**src/rtl/pixel_stream_tx_if.sv**
```systemverilog
// Bundle between the frame transmitter, its pixel host and the visual-odometry chip.
// Handshake: a host pixel moves on every rising clock edge where i_in_valid and o_in_ready are both 1;
// the host holds i_in_data stable while i_in_valid is high, and o_in_ready never depends on i_in_valid.
interface pixel_stream_tx_if;
  logic       i_frame_go;
  logic       i_in_valid;
  logic [7:0] i_in_data;
  logic       o_in_ready;
  logic       i_chip_ready;
  logic [7:0] o_pixel;
  logic       o_start;
  logic       o_pix_valid;
  logic       o_last;
  logic       o_busy;
  logic       o_underrun;
  logic [2:0] dbg_state;

  modport slave (
    input  i_frame_go, i_in_valid, i_in_data, i_chip_ready,
    output o_in_ready, o_pixel, o_start, o_pix_valid, o_last, o_busy, o_underrun, dbg_state
  );

  modport master (
    output i_frame_go, i_in_valid, i_in_data, i_chip_ready,
    input  o_in_ready, o_pixel, o_start, o_pix_valid, o_last, o_busy, o_underrun, dbg_state
  );
endinterface

```
**src/rtl/pixel_stream_tx.sv**
```systemverilog
// Frame transmitter: buffers host pixels in a small FIFO and streams one gap-free raster frame
// to the chip after a single start pulse, flagging any FIFO underrun.
module pixel_stream_tx #(
  parameter int WIDTH      = 640,
  parameter int HEIGHT     = 480,
  parameter int FIFO_DEPTH = 16,
  parameter int PREFILL    = 16
) (
  input logic              i_clk,
  input logic              i_rst,
  pixel_stream_tx_if.slave bus
);

  localparam int FRAME  = WIDTH * HEIGHT;
  localparam int THRESH = (FRAME < PREFILL) ? FRAME : PREFILL;
  localparam int AW     = $clog2(FIFO_DEPTH);
  localparam int CW     = AW + 1;
  localparam int XW     = (WIDTH > 1) ? $clog2(WIDTH) : 1;
  localparam int YW     = (HEIGHT > 1) ? $clog2(HEIGHT) : 1;
  localparam int NW     = $clog2(FRAME + 1);

  localparam logic [CW-1:0] DEPTH_C  = CW'(FIFO_DEPTH);
  localparam logic [CW-1:0] THRESH_C = CW'(THRESH);
  localparam logic [NW-1:0] FRAME_C  = NW'(FRAME);
  localparam logic [XW-1:0] X_LAST   = XW'(WIDTH - 1);
  localparam logic [YW-1:0] Y_LAST   = YW'(HEIGHT - 1);

  localparam logic [2:0] S_IDLE     = 3'd0;
  localparam logic [2:0] S_WAIT_RDY = 3'd1;
  localparam logic [2:0] S_PREFILL  = 3'd2;
  localparam logic [2:0] S_START    = 3'd3;
  localparam logic [2:0] S_STREAM   = 3'd4;

  logic [2:0]    state, state_nx;
  logic [CW-1:0] count, count_nx;
  logic [NW-1:0] acc, acc_nx;
  logic [AW-1:0] wr_ptr, rd_ptr;
  logic [XW-1:0] x;
  logic [YW-1:0] y;
  logic [7:0]    mem [FIFO_DEPTH];

  logic       in_ready_q, busy_q, start_q, pix_valid_q, last_q, underrun_q;
  logic [7:0] pixel_q;

  logic push, go, stream_pop, fifo_pop, is_last;

  assign push    = bus.i_in_valid & in_ready_q;
  assign go      = (state == S_IDLE) & bus.i_frame_go;
  assign is_last = (x == X_LAST) & (y == Y_LAST);

  // Registered outputs run one cycle ahead of the state: a pixel leaves the FIFO on the edge
  // entering each STREAM cycle, so it is visible during that cycle and o_start leads it by one.
  assign stream_pop = (state == S_START) | ((state == S_STREAM) & ~last_q);
  assign fifo_pop   = stream_pop & (count != '0);

  always_comb begin
    state_nx = state;
    case (state)
      S_IDLE:     if (bus.i_frame_go) state_nx = S_WAIT_RDY;
      S_WAIT_RDY: if (bus.i_chip_ready) state_nx = S_PREFILL;
      S_PREFILL:  if (count >= THRESH_C) state_nx = S_START;
      S_START:    state_nx = S_STREAM;
      S_STREAM:   if (last_q) state_nx = S_IDLE;
      default:    state_nx = S_IDLE;
    endcase
  end

  always_comb begin
    count_nx = count + CW'(push) - CW'(fifo_pop);
    acc_nx   = acc;
    if (go) begin
      acc_nx = '0;
    end else if (push && (acc < FRAME_C)) begin
      acc_nx = acc + NW'(1);
    end
  end

  always_ff @(posedge i_clk) begin
    if (push) mem[wr_ptr] <= bus.i_in_data;
  end

  always_ff @(posedge i_clk or posedge i_rst) begin
    if (i_rst) begin
      state       <= S_IDLE;
      count       <= '0;
      acc         <= '0;
      wr_ptr      <= '0;
      rd_ptr      <= '0;
      x           <= '0;
      y           <= '0;
      in_ready_q  <= 1'b0;
      busy_q      <= 1'b0;
      start_q     <= 1'b0;
      pix_valid_q <= 1'b0;
      last_q      <= 1'b0;
      underrun_q  <= 1'b0;
      pixel_q     <= 8'h00;
    end else begin
      state       <= state_nx;
      count       <= count_nx;
      acc         <= acc_nx;
      busy_q      <= (state_nx != S_IDLE);
      start_q     <= (state_nx == S_START);
      pix_valid_q <= stream_pop;
      last_q      <= stream_pop & is_last;
      in_ready_q  <= (state_nx != S_IDLE) & (count_nx < DEPTH_C) & (acc_nx < FRAME_C);
      if (push)     wr_ptr <= wr_ptr + AW'(1);
      if (fifo_pop) rd_ptr <= rd_ptr + AW'(1);

      if (go) begin
        x          <= '0;
        y          <= '0;
        underrun_q <= 1'b0;
      end else if (stream_pop) begin
        // An empty FIFO still consumes a pixel slot; the frame length never stretches.
        pixel_q <= fifo_pop ? mem[rd_ptr] : 8'h00;
        if (!fifo_pop) underrun_q <= 1'b1;
        if (is_last) begin
          x <= '0;
          y <= '0;
        end else if (x == X_LAST) begin
          x <= '0;
          y <= y + YW'(1);
        end else begin
          x <= x + XW'(1);
        end
      end
    end
  end

  assign bus.o_in_ready  = in_ready_q;
  assign bus.o_pixel     = pixel_q;
  assign bus.o_start     = start_q;
  assign bus.o_pix_valid = pix_valid_q;
  assign bus.o_last      = last_q;
  assign bus.o_busy      = busy_q;
  assign bus.o_underrun  = underrun_q;
  assign bus.dbg_state   = state;

endmodule

```
**src/flat_wrapper.sv**
```systemverilog
// flat-port wrapper written by rule: the top's interface ports become plain ports
module pixel_stream_tx_flat 
#(
  parameter int WIDTH      = 640,
  parameter int HEIGHT     = 480,
  parameter int FIFO_DEPTH = 16,
  parameter int PREFILL    = 16
)
  (i_clk, i_rst, bus_i_frame_go, bus_i_in_valid, bus_i_in_data, bus_i_chip_ready, bus_o_in_ready, bus_o_pixel, bus_o_start, bus_o_pix_valid, bus_o_last, bus_o_busy, bus_o_underrun, bus_dbg_state);
  pixel_stream_tx_if bus_i ();
  input logic i_clk;
  input logic i_rst;
  input wire logic [$bits(bus_i.i_frame_go)-1:0] bus_i_frame_go;
  input wire logic [$bits(bus_i.i_in_valid)-1:0] bus_i_in_valid;
  input wire logic [$bits(bus_i.i_in_data)-1:0] bus_i_in_data;
  input wire logic [$bits(bus_i.i_chip_ready)-1:0] bus_i_chip_ready;
  output wire logic [$bits(bus_i.o_in_ready)-1:0] bus_o_in_ready;
  output wire logic [$bits(bus_i.o_pixel)-1:0] bus_o_pixel;
  output wire logic [$bits(bus_i.o_start)-1:0] bus_o_start;
  output wire logic [$bits(bus_i.o_pix_valid)-1:0] bus_o_pix_valid;
  output wire logic [$bits(bus_i.o_last)-1:0] bus_o_last;
  output wire logic [$bits(bus_i.o_busy)-1:0] bus_o_busy;
  output wire logic [$bits(bus_i.o_underrun)-1:0] bus_o_underrun;
  output wire logic [$bits(bus_i.dbg_state)-1:0] bus_dbg_state;
  assign bus_i.i_frame_go = bus_i_frame_go;
  assign bus_i.i_in_valid = bus_i_in_valid;
  assign bus_i.i_in_data = bus_i_in_data;
  assign bus_i.i_chip_ready = bus_i_chip_ready;
  assign bus_o_in_ready = bus_i.o_in_ready;
  assign bus_o_pixel = bus_i.o_pixel;
  assign bus_o_start = bus_i.o_start;
  assign bus_o_pix_valid = bus_i.o_pix_valid;
  assign bus_o_last = bus_i.o_last;
  assign bus_o_busy = bus_i.o_busy;
  assign bus_o_underrun = bus_i.o_underrun;
  assign bus_dbg_state = bus_i.dbg_state;
  pixel_stream_tx #(.WIDTH(WIDTH), .HEIGHT(HEIGHT), .FIFO_DEPTH(FIFO_DEPTH), .PREFILL(PREFILL)) u_core (.i_clk(i_clk), .i_rst(i_rst), .bus(bus_i));
endmodule
```
**config.mk**
```make
export PLATFORM = sky130hd
export DESIGN_NAME = pixel_stream_tx_flat
export DESIGN_NICKNAME = d
export VERILOG_FILES = /design/src/rtl/pixel_stream_tx_if.sv /design/src/rtl/pixel_stream_tx.sv /design/src/flat_wrapper.sv
export SDC_FILE = /design/constraint.sdc
export NUM_CORES = 1
export LEC_CHECK = 0
export CORE_MARGIN = 2
export CORE_UTILIZATION = 58
export DETAILED_ROUTE_END_ITERATION = 12
export GPL_TIMING_DRIVEN = 1
export PLACE_DENSITY = 0.81
export REMOVE_ABC_BUFFERS = 1
export SLEW_MARGIN = 15
export SYNTH_ARGS = -nofsm -noshare
export SYNTH_HDL_FRONTEND = slang
export SYNTH_SLANG_ARGS = --single-unit
```
**constraint.sdc**
```tcl
create_clock -name i_clk -period 4.25 [get_ports i_clk]
set_clock_uncertainty 0.15 [all_clocks]
set_input_delay 0.85 -clock i_clk [delete_from_list [all_inputs] [get_ports i_clk]]
set_output_delay 0.85 -clock i_clk [all_outputs]
set_load 0.005 [all_outputs]
```
==> results of run 1 <==
## synth_stat cells (2+ instances only)
library cell / number
a21oi_1: 9
a22o_1: 8
and2_1: 15
and3_1: 12
buf_2: 5
clkbuf_1: 14
dfrtp_1: 68
edfxtp_1: 128
ha_1: 14
inv_1: 17
mux4_2: 40
nand2_1: 30
nand2b_1: 3
nand3_1: 11
nand3b_1: 4
nand4_1: 13
nor2_1: 31
nor2b_1: 3
nor3_1: 11
nor4_1: 4
nor4b_1: 6
o21ai_0: 13
o21bai_1: 2
o31ai_1: 3
o41ai_1: 2
or3_1: 3
or4b_1: 2
xnor2_1: 17
xor2_1: 19
## worst register-to-register path: cells and delay by family, from the launching register on
kind	cells	cell delay (ns)
DFF	1	0.45
and+or+nand+nor	3	0.80
xor gates and xnor gates	1	0.15
adders and majority gates	3	0.75
AOI/OAI and AO/OA	5	0.75
buffers and inverters	2	0.24
## placed cells by master (no fill, tap or decap), drive strengths merged, types with 6 or more instances in the layout
cell / n
nor3: 11
nand3: 12
xnor2: 17
o21ai: 14
clkdlybuf4s50: 29
a22o: 8
nor2: 32
and3: 12
inv: 24
dfrtp: 68
edfxtp: 128
xor2: 19
a21oi: 9
and2: 15
buf: 6
clkbuf: 18
nor4b: 6
nand4: 14
ha: 14
nand2: 30
mux4: 40
## per-layer routing
layer	part of all wire [%]	wire length, µm	vias to the layer above
met5	0	0	-
met4	2.2	348	0
met3	4.4	704	26
met2	52	8379	134
met1	41	6587	2432
li1	-	-	2093
## metrics by stage
step | total power (µW) | cells | utilization, %
5_1_grt | 5713 | 759 | 67.40
2_1_floorplan | 3421 | 512 | -
6_report | 5472 | 759 | 67.40
3_3_place_gp | 3823 | 727 | 63.11
3_5_place_dp | 3876 | 727 | 63.11
4_1_cts | 5511 | 759 | 67.40
## report_power, final
part           internal (µW)  switching (µW)  total [µW]
Combinational            747             532        1280
Sequential              2260             316        2570
Clock                    887             733        1620
Total                   3890            1580        5470
## final cells by class
type | count | area share (%)
clock buffer | 18 | 4.570
clock inverter | 14 | 1.799
inverter | 18 | 0.7194
multi-input combinational | 298 | 27.87
sequential | 196 | 59.07
tap | 180 | 2.398
timing repair buffer | 35 | 3.570
## flip-flops by register name, summed over array words and instances (netlist names), 3 cells and up
register / count
u_core.mem: 128
u_core.acc: 19
u_core.wr_ptr: 4
u_core.bus.o_pixel: 8
u_core.bus.dbg_state: 3
u_core.y: 9
u_core.count: 5
u_core.rd_ptr: 4
u_core.x: 10
## cells by family (layout without fill, tap and decap cells)
kind of cell	Yosys count	in the layout	synth area share (%)
compound gates	48	48	4.035
xor+xnor	36	36	3.793
fa+ha+maj	15	15	2.348
buf+inv	38	85	1.791
flops	196	196	66.72
mux	41	41	10.97
simple gates	158	158	10.34
## final timing paths
check	slack (ns)	to	startpoint	cells past startpoint
min reg2reg	0.33	u_core.y[8]	u_core.y[8]	1
max	0.89	u_core.bus.o_in_ready	u_core.bus.dbg_state[1]	14
max reg2reg	0.89	u_core.bus.o_in_ready	u_core.bus.dbg_state[1]	14
min	0.33	u_core.y[8]	u_core.y[8]	1
max in group asynchronous	2.69	u_core.x[4]	i_rst	3
min in group asynchronous	0.53	u_core.x[9]	i_rst	2
==> flow_metrics.env, run 1 <==
export IMPL_wl_per_cell_um=21.11
export IMPL_nNetsFinal=594
export IMPL_cp_max_fo=16
export IMPL_whs_ns=0.3301
export IMPL_worst_slack_ns=0.8858
export IMPL_ant_nets=0
export IMPL_leakage_uw=0.003435
export IMPL_slowest_stage="or4b_1"
export IMPL_grt_overflow=0
export IMPL_tightest_slew_ns=0.8710
export IMPL_clk_pin_slew_worst_paths_ns=0.07
export IMPL_clock_fmax_ghz=0.2972
export IMPL_rows=43
export IMPL_status="complete, no violations"
export IMPL_worstPathRequired_ns=4.45
export IMPL_gp_congestion=0.8847
export IMPL_end_kind="flop"
export IMPL_wl_mm=16.02
export IMPL_post_cts_resized=0
export IMPL_clockBufferDepth=2
export IMPL_area_growth_pct=12.99
export IMPL_place_ws_ns=0.9078
export IMPL_postCtsHoldBufs=0
export IMPL_setup_violations=0
export IMPL_cpLargestDelayFamily="simple AND/OR/NAND/NOR gates"
export IMPL_ff_latch_area_um2=5548
export IMPL_die_y_um=123.7
export IMPL_yosysTopAreaCell="edfxtp_1"
export IMPL_htree_levels=4
export IMPL_met3_usage_pct=5.082
export IMPL_cts_sinks=196
export IMPL_slew_headroom_pct=41.93
export IMPL_final_design_area_no_fill_um2=9392
export IMPL_cp_cell_sequence="or4b_1 > o21a_2 > nor2_1 > buf_4 > ha_1 > inv_1 > ha_1 > fa_1 > a21oi_1 > o21bai_1 > xnor2_1 > nor2_1 > o41ai_1 > a31oi_1"
export IMPL_viasPerCell=6.173
export IMPL_top_usage_layer="met2"
export IMPL_multi_input_area_um2=2618
export IMPL_vdd_drop_max_uv=515.1
export IMPL_fillers=896
export IMPL_drt_iter0_markers=451
export IMPL_hp_class="reg2reg"
export IMPL_hpwl_mm=10.64
export IMPL_critPathBufInv=2
export IMPL_met2_usage_pct=38.02
export IMPL_dieArea_um2=15300
export IMPL_drc=0
export IMPL_tritoncts="done"
export IMPL_post_cts_buffers=0
export IMPL_synthTopCellsByArea="edfxtp_1 46%, dfrtp_1 20%, mux4_2 11%, ha_1 2.1%, xor2_1 2.0%"
export IMPL_hold_viol_final=0
export IMPL_netlist_area_um2=8312
export IMPL_ys_ff_latch=196
export IMPL_drtPass1Iterations=5
export IMPL_io_buffers=29
export IMPL_synth_ff_type="edfxtp_1"
export IMPL_synth_edf_count=128
export IMPL_placed_area_um2=8793
export IMPL_drive_above_1_share_pct=15.37
export IMPL_grt_max_degree=36
export IMPL_antennaDiodeCount=0
export IMPL_antenna_found_initial=0
export IMPL_grtUsageTotal_pct=23.02
export IMPL_finalCriticalPeriod_ns=3.364
export IMPL_core_area_um2=13930
export IMPL_syn_inst=532
export IMPL_fin_setup_tns_ns=0
export IMPL_clk_latency_ns=0.44
export IMPL_path_class="reg2reg"
export IMPL_ys_seq_area_share_pct=66.72
export IMPL_grt_pass1_wl_mm=25.61
export IMPL_synth_top_cell_area_share_pct=46.24
export IMPL_ys_types=54
export IMPL_cap_violations=0
export IMPL_synthArstFlopShare_pct=34.69
export IMPL_num_vias=4685
export IMPL_rsz0062_at_grt="no"
export IMPL_die_width_um=123.7
export IMPL_p_per_area_nw_per_um2=582.7
export IMPL_cp_slowest_stage_delay_ns=0.54
export IMPL_maxSlewViolCount=0
export IMPL_syn_area_per_cell_um2=15.62
export IMPL_finalCritPeriodShare_pct=79.16
export IMPL_cts_buffers=17
export IMPL_grtUsageMet1_pct=29.63
export IMPL_ioPinCount=30
export IMPL_yosysWarningCount=0
export IMPL_cts_root_buf="clkbuf_16"
export IMPL_grt_pass1_vias=4843
export IMPL_crit_arrival_ns=3.56
export IMPL_cp_start_kind="flop"
export IMPL_initial_utilization_pct=59.65
Power figures use the tool's default switching activity.
==> run 2, diff against run 1 <==
==> constraint.sdc (replaced) <==
create_clock -name i_clk -period 3.5 [get_ports i_clk]
set_clock_uncertainty 0.15 [all_clocks]
set_input_delay 0.7 -clock i_clk [delete_from_list [all_inputs] [get_ports i_clk]]
set_output_delay 0.7 -clock i_clk [all_outputs]
set_load 0.005 [all_outputs]
==> run 2 against run 1 <==
- die area is the same
- non-clock buffer count grew 2
- cell area shrank 0.19%
- global-route usage shrank 0.23 points
- first-iteration DRC count shrank 6.7%
- sequential share of layout area grew 0.097 points
- setup slack lost 0.42 ns
- clock-buffer cell count grew 3
- core utilization shrank 0.13 points
- via count shrank 0.60%
- routed wire length shrank 2.1%
- clock power grew 13%
- critical endpoint unchanged
- highest routed layer unchanged
==> flow_metrics.env, run 2 (synthesis results as in run 1) <==
export IMPL_grt_max_degree=36
export IMPL_io_buffers=29
export IMPL_grt_overflow=0
export IMPL_vdd_drop_max_uv=710.5
export IMPL_clk_pin_slew_worst_paths_ns=0.07
export IMPL_tritoncts="done"
export IMPL_gp_congestion=0.8511
export IMPL_hp_class="reg2reg"
export IMPL_holdPathEnd="u_core.y[8]"
export IMPL_core_area_um2=13930
export IMPL_cap_violations=0
export IMPL_clockBufferDepth=2
export IMPL_min_path_cells=1
export IMPL_total_power_uw=6472
export IMPL_largest_reg_flops=128
export IMPL_hold_start="u_core.y[8]"
export IMPL_hold_viol_final=0
export IMPL_cp_slowest_stage_delay_ns=0.52
export IMPL_slew_headroom_pct=41.85
export IMPL_final_cell_mix="128 x edfxtp_1, 67 x dfrtp_1, 40 x mux4_2"
export IMPL_finalCritPeriodShare_pct=86.56
export IMPL_drt_iter0_markers=421
export IMPL_wl_mm=15.68
export IMPL_r2r_start="u_core.bus.dbg_state[1]"
export IMPL_cp_cell_sequence="or4b_1 > o21a_2 > nor2_1 > ha_1 > inv_1 > ha_1 > fa_1 > a21oi_1 > o21bai_1 > xnor2_1 > nor2_1 > o41ai_1 > a31oi_1"
export IMPL_end_kind="flop"
export IMPL_place_ws_ns=0.4003
export IMPL_initial_utilization_pct=59.65
export IMPL_viasPerCell=6.120
export IMPL_critPathBufInv=1
export IMPL_num_vias=4657
export IMPL_fin_setup_tns_ns=0
export IMPL_status="complete, no violations"
export IMPL_ioPinCount=30
export IMPL_multi_input_area_um2=2618
export IMPL_rows=43
export IMPL_tightest_slew_ns=0.8713
export IMPL_r2r_end="u_core.bus.o_in_ready"
export IMPL_drc=0
export IMPL_cts_root_buf="clkbuf_16"
export IMPL_cts_buffers=17
export IMPL_clock_fmax_ghz=0.3301
export IMPL_worst_slack_ns=0.4704
export IMPL_path_class="reg2reg"
export IMPL_cts_sinks=196
export IMPL_post_cts_resized=0
export IMPL_regMostFlops="u_core.mem"
export IMPL_ff_latch_area_um2=5547
export IMPL_leakage_uw=0.003428
export IMPL_crit_arrival_ns=3.24
export IMPL_grt_pass1_vias=4763
export IMPL_drive_above_1_share_pct=15.49
export IMPL_reg2reg_slack_ns=0.47
export IMPL_cp_max_fo=8
export IMPL_dieArea_um2=15300
export IMPL_worstPathRequired_ns=3.71
export IMPL_postCtsHoldBufs=0
export IMPL_htree_levels=4
export IMPL_grt_pass1_wl_mm=25.29
export IMPL_hpwl_mm=10.50
export IMPL_die_y_um=123.7
export IMPL_clk_latency_ns=0.44
export IMPL_finalCriticalPeriod_ns=3.030
export IMPL_cpLargestDelayFamily="simple AND/OR/NAND/NOR gates"
export IMPL_wl_per_cell_um=20.60
export IMPL_die_width_um=123.7
export IMPL_antennaDiodeCount=0
export IMPL_final_design_area_no_fill_um2=9374
export IMPL_antenna_found_initial=0
export IMPL_ant_nets=0
export IMPL_setup_violations=0
export IMPL_largestRegisters="u_core.mem x128, u_core.acc x19, u_core.x x10"
export IMPL_grtUsageTotal_pct=22.79
export IMPL_rr_worst_depth=13
export IMPL_drtPass1Iterations=5
export IMPL_nNetsFinal=596
export IMPL_area_growth_pct=12.78
export IMPL_post_cts_buffers=0
export IMPL_fillers=912
export IMPL_p_per_area_nw_per_um2=690.5
export IMPL_placed_area_um2=8820
export IMPL_final_common_cell="edfxtp_1"
export IMPL_rsz0062_at_grt="no"
export IMPL_maxSlewViolCount=0
export IMPL_slowest_stage="or4b_1"
export IMPL_cp_start_kind="flop"
-- run 2: metrics by stage --
| step | utilization [%] | hold WS [ns] | instances |
|---|---|---|---|
| 2_1_floorplan | - | 0.2895 | 512 |
| 4_1_cts | 67.27 | 0.3340 | 761 |
| 3_3_place_gp | 63.29 | 0.3136 | 729 |
| 5_1_grt | 67.27 | 0.3826 | 761 |
| 3_5_place_dp | 63.29 | 0.3189 | 729 |
| 6_report | 67.27 | 0.3381 | 761 |
-- run 2: power by group --
group          internal, µW  switching [µW]
combinational           921             707
sequential             2740             274
clock                   964             864
-- run 2: worst max-delay path by stage --
stage | start | to | slack (ns) | cells past startpoint
2_1_floorplan | u_core.bus.dbg_state[1] | u_core.bus.o_in_ready | 0.10 | 13
3_3_place_gp | bus_i_in_valid | u_core.bus.o_in_ready | 0.49 | 11
3_5_place_dp | bus_i_in_valid | u_core.bus.o_in_ready | 0.40 | 11
4_1_cts | u_core.bus.dbg_state[1] | u_core.bus.o_in_ready | 0.47 | 13
5_1_grt | u_core.bus.dbg_state[1] | u_core.bus.o_in_ready | 0.29 | 13
6_report | u_core.bus.dbg_state[1] | u_core.bus.o_in_ready | 0.47 | 13
-- run 2: cell type report --
cell class / count / area share (%)
clock inverters: 11 / 1.001
flip-flops and latches: 196 / 59.17
multi-input cells: 298 / 27.92
inverters: 18 / 0.7208
well taps: 180 / 2.403
clock buffers: 21 / 4.912
repair buffers: 37 / 3.871
-- run 2: routing by layer --
metal | vias up | track usage (%) | part of all wire, %
met2 | 146 | 37.60 | 51
met5 | - | 0 | 0
met1 | 2388 | 29.78 | 42
met3 | 20 | 5.952 | 5.2
li1 | 2103 | - | -
met4 | 0 | 7.741 | 1.6
-- run 2: worst reg2reg max path, cell delays in order, from the launching register on --
cell and delay (ns):
dfrtp_1 0.45, or4b_1 0.52, o21a_2 0.14, nor2_1 0.16, ha_1 0.16, inv_1 0.04
ha_1 0.19, fa_1 0.40, a21oi_1 0.15, o21bai_1 0.09, xnor2_1 0.15, nor2_1 0.12
o41ai_1 0.08, a31oi_1 0.15
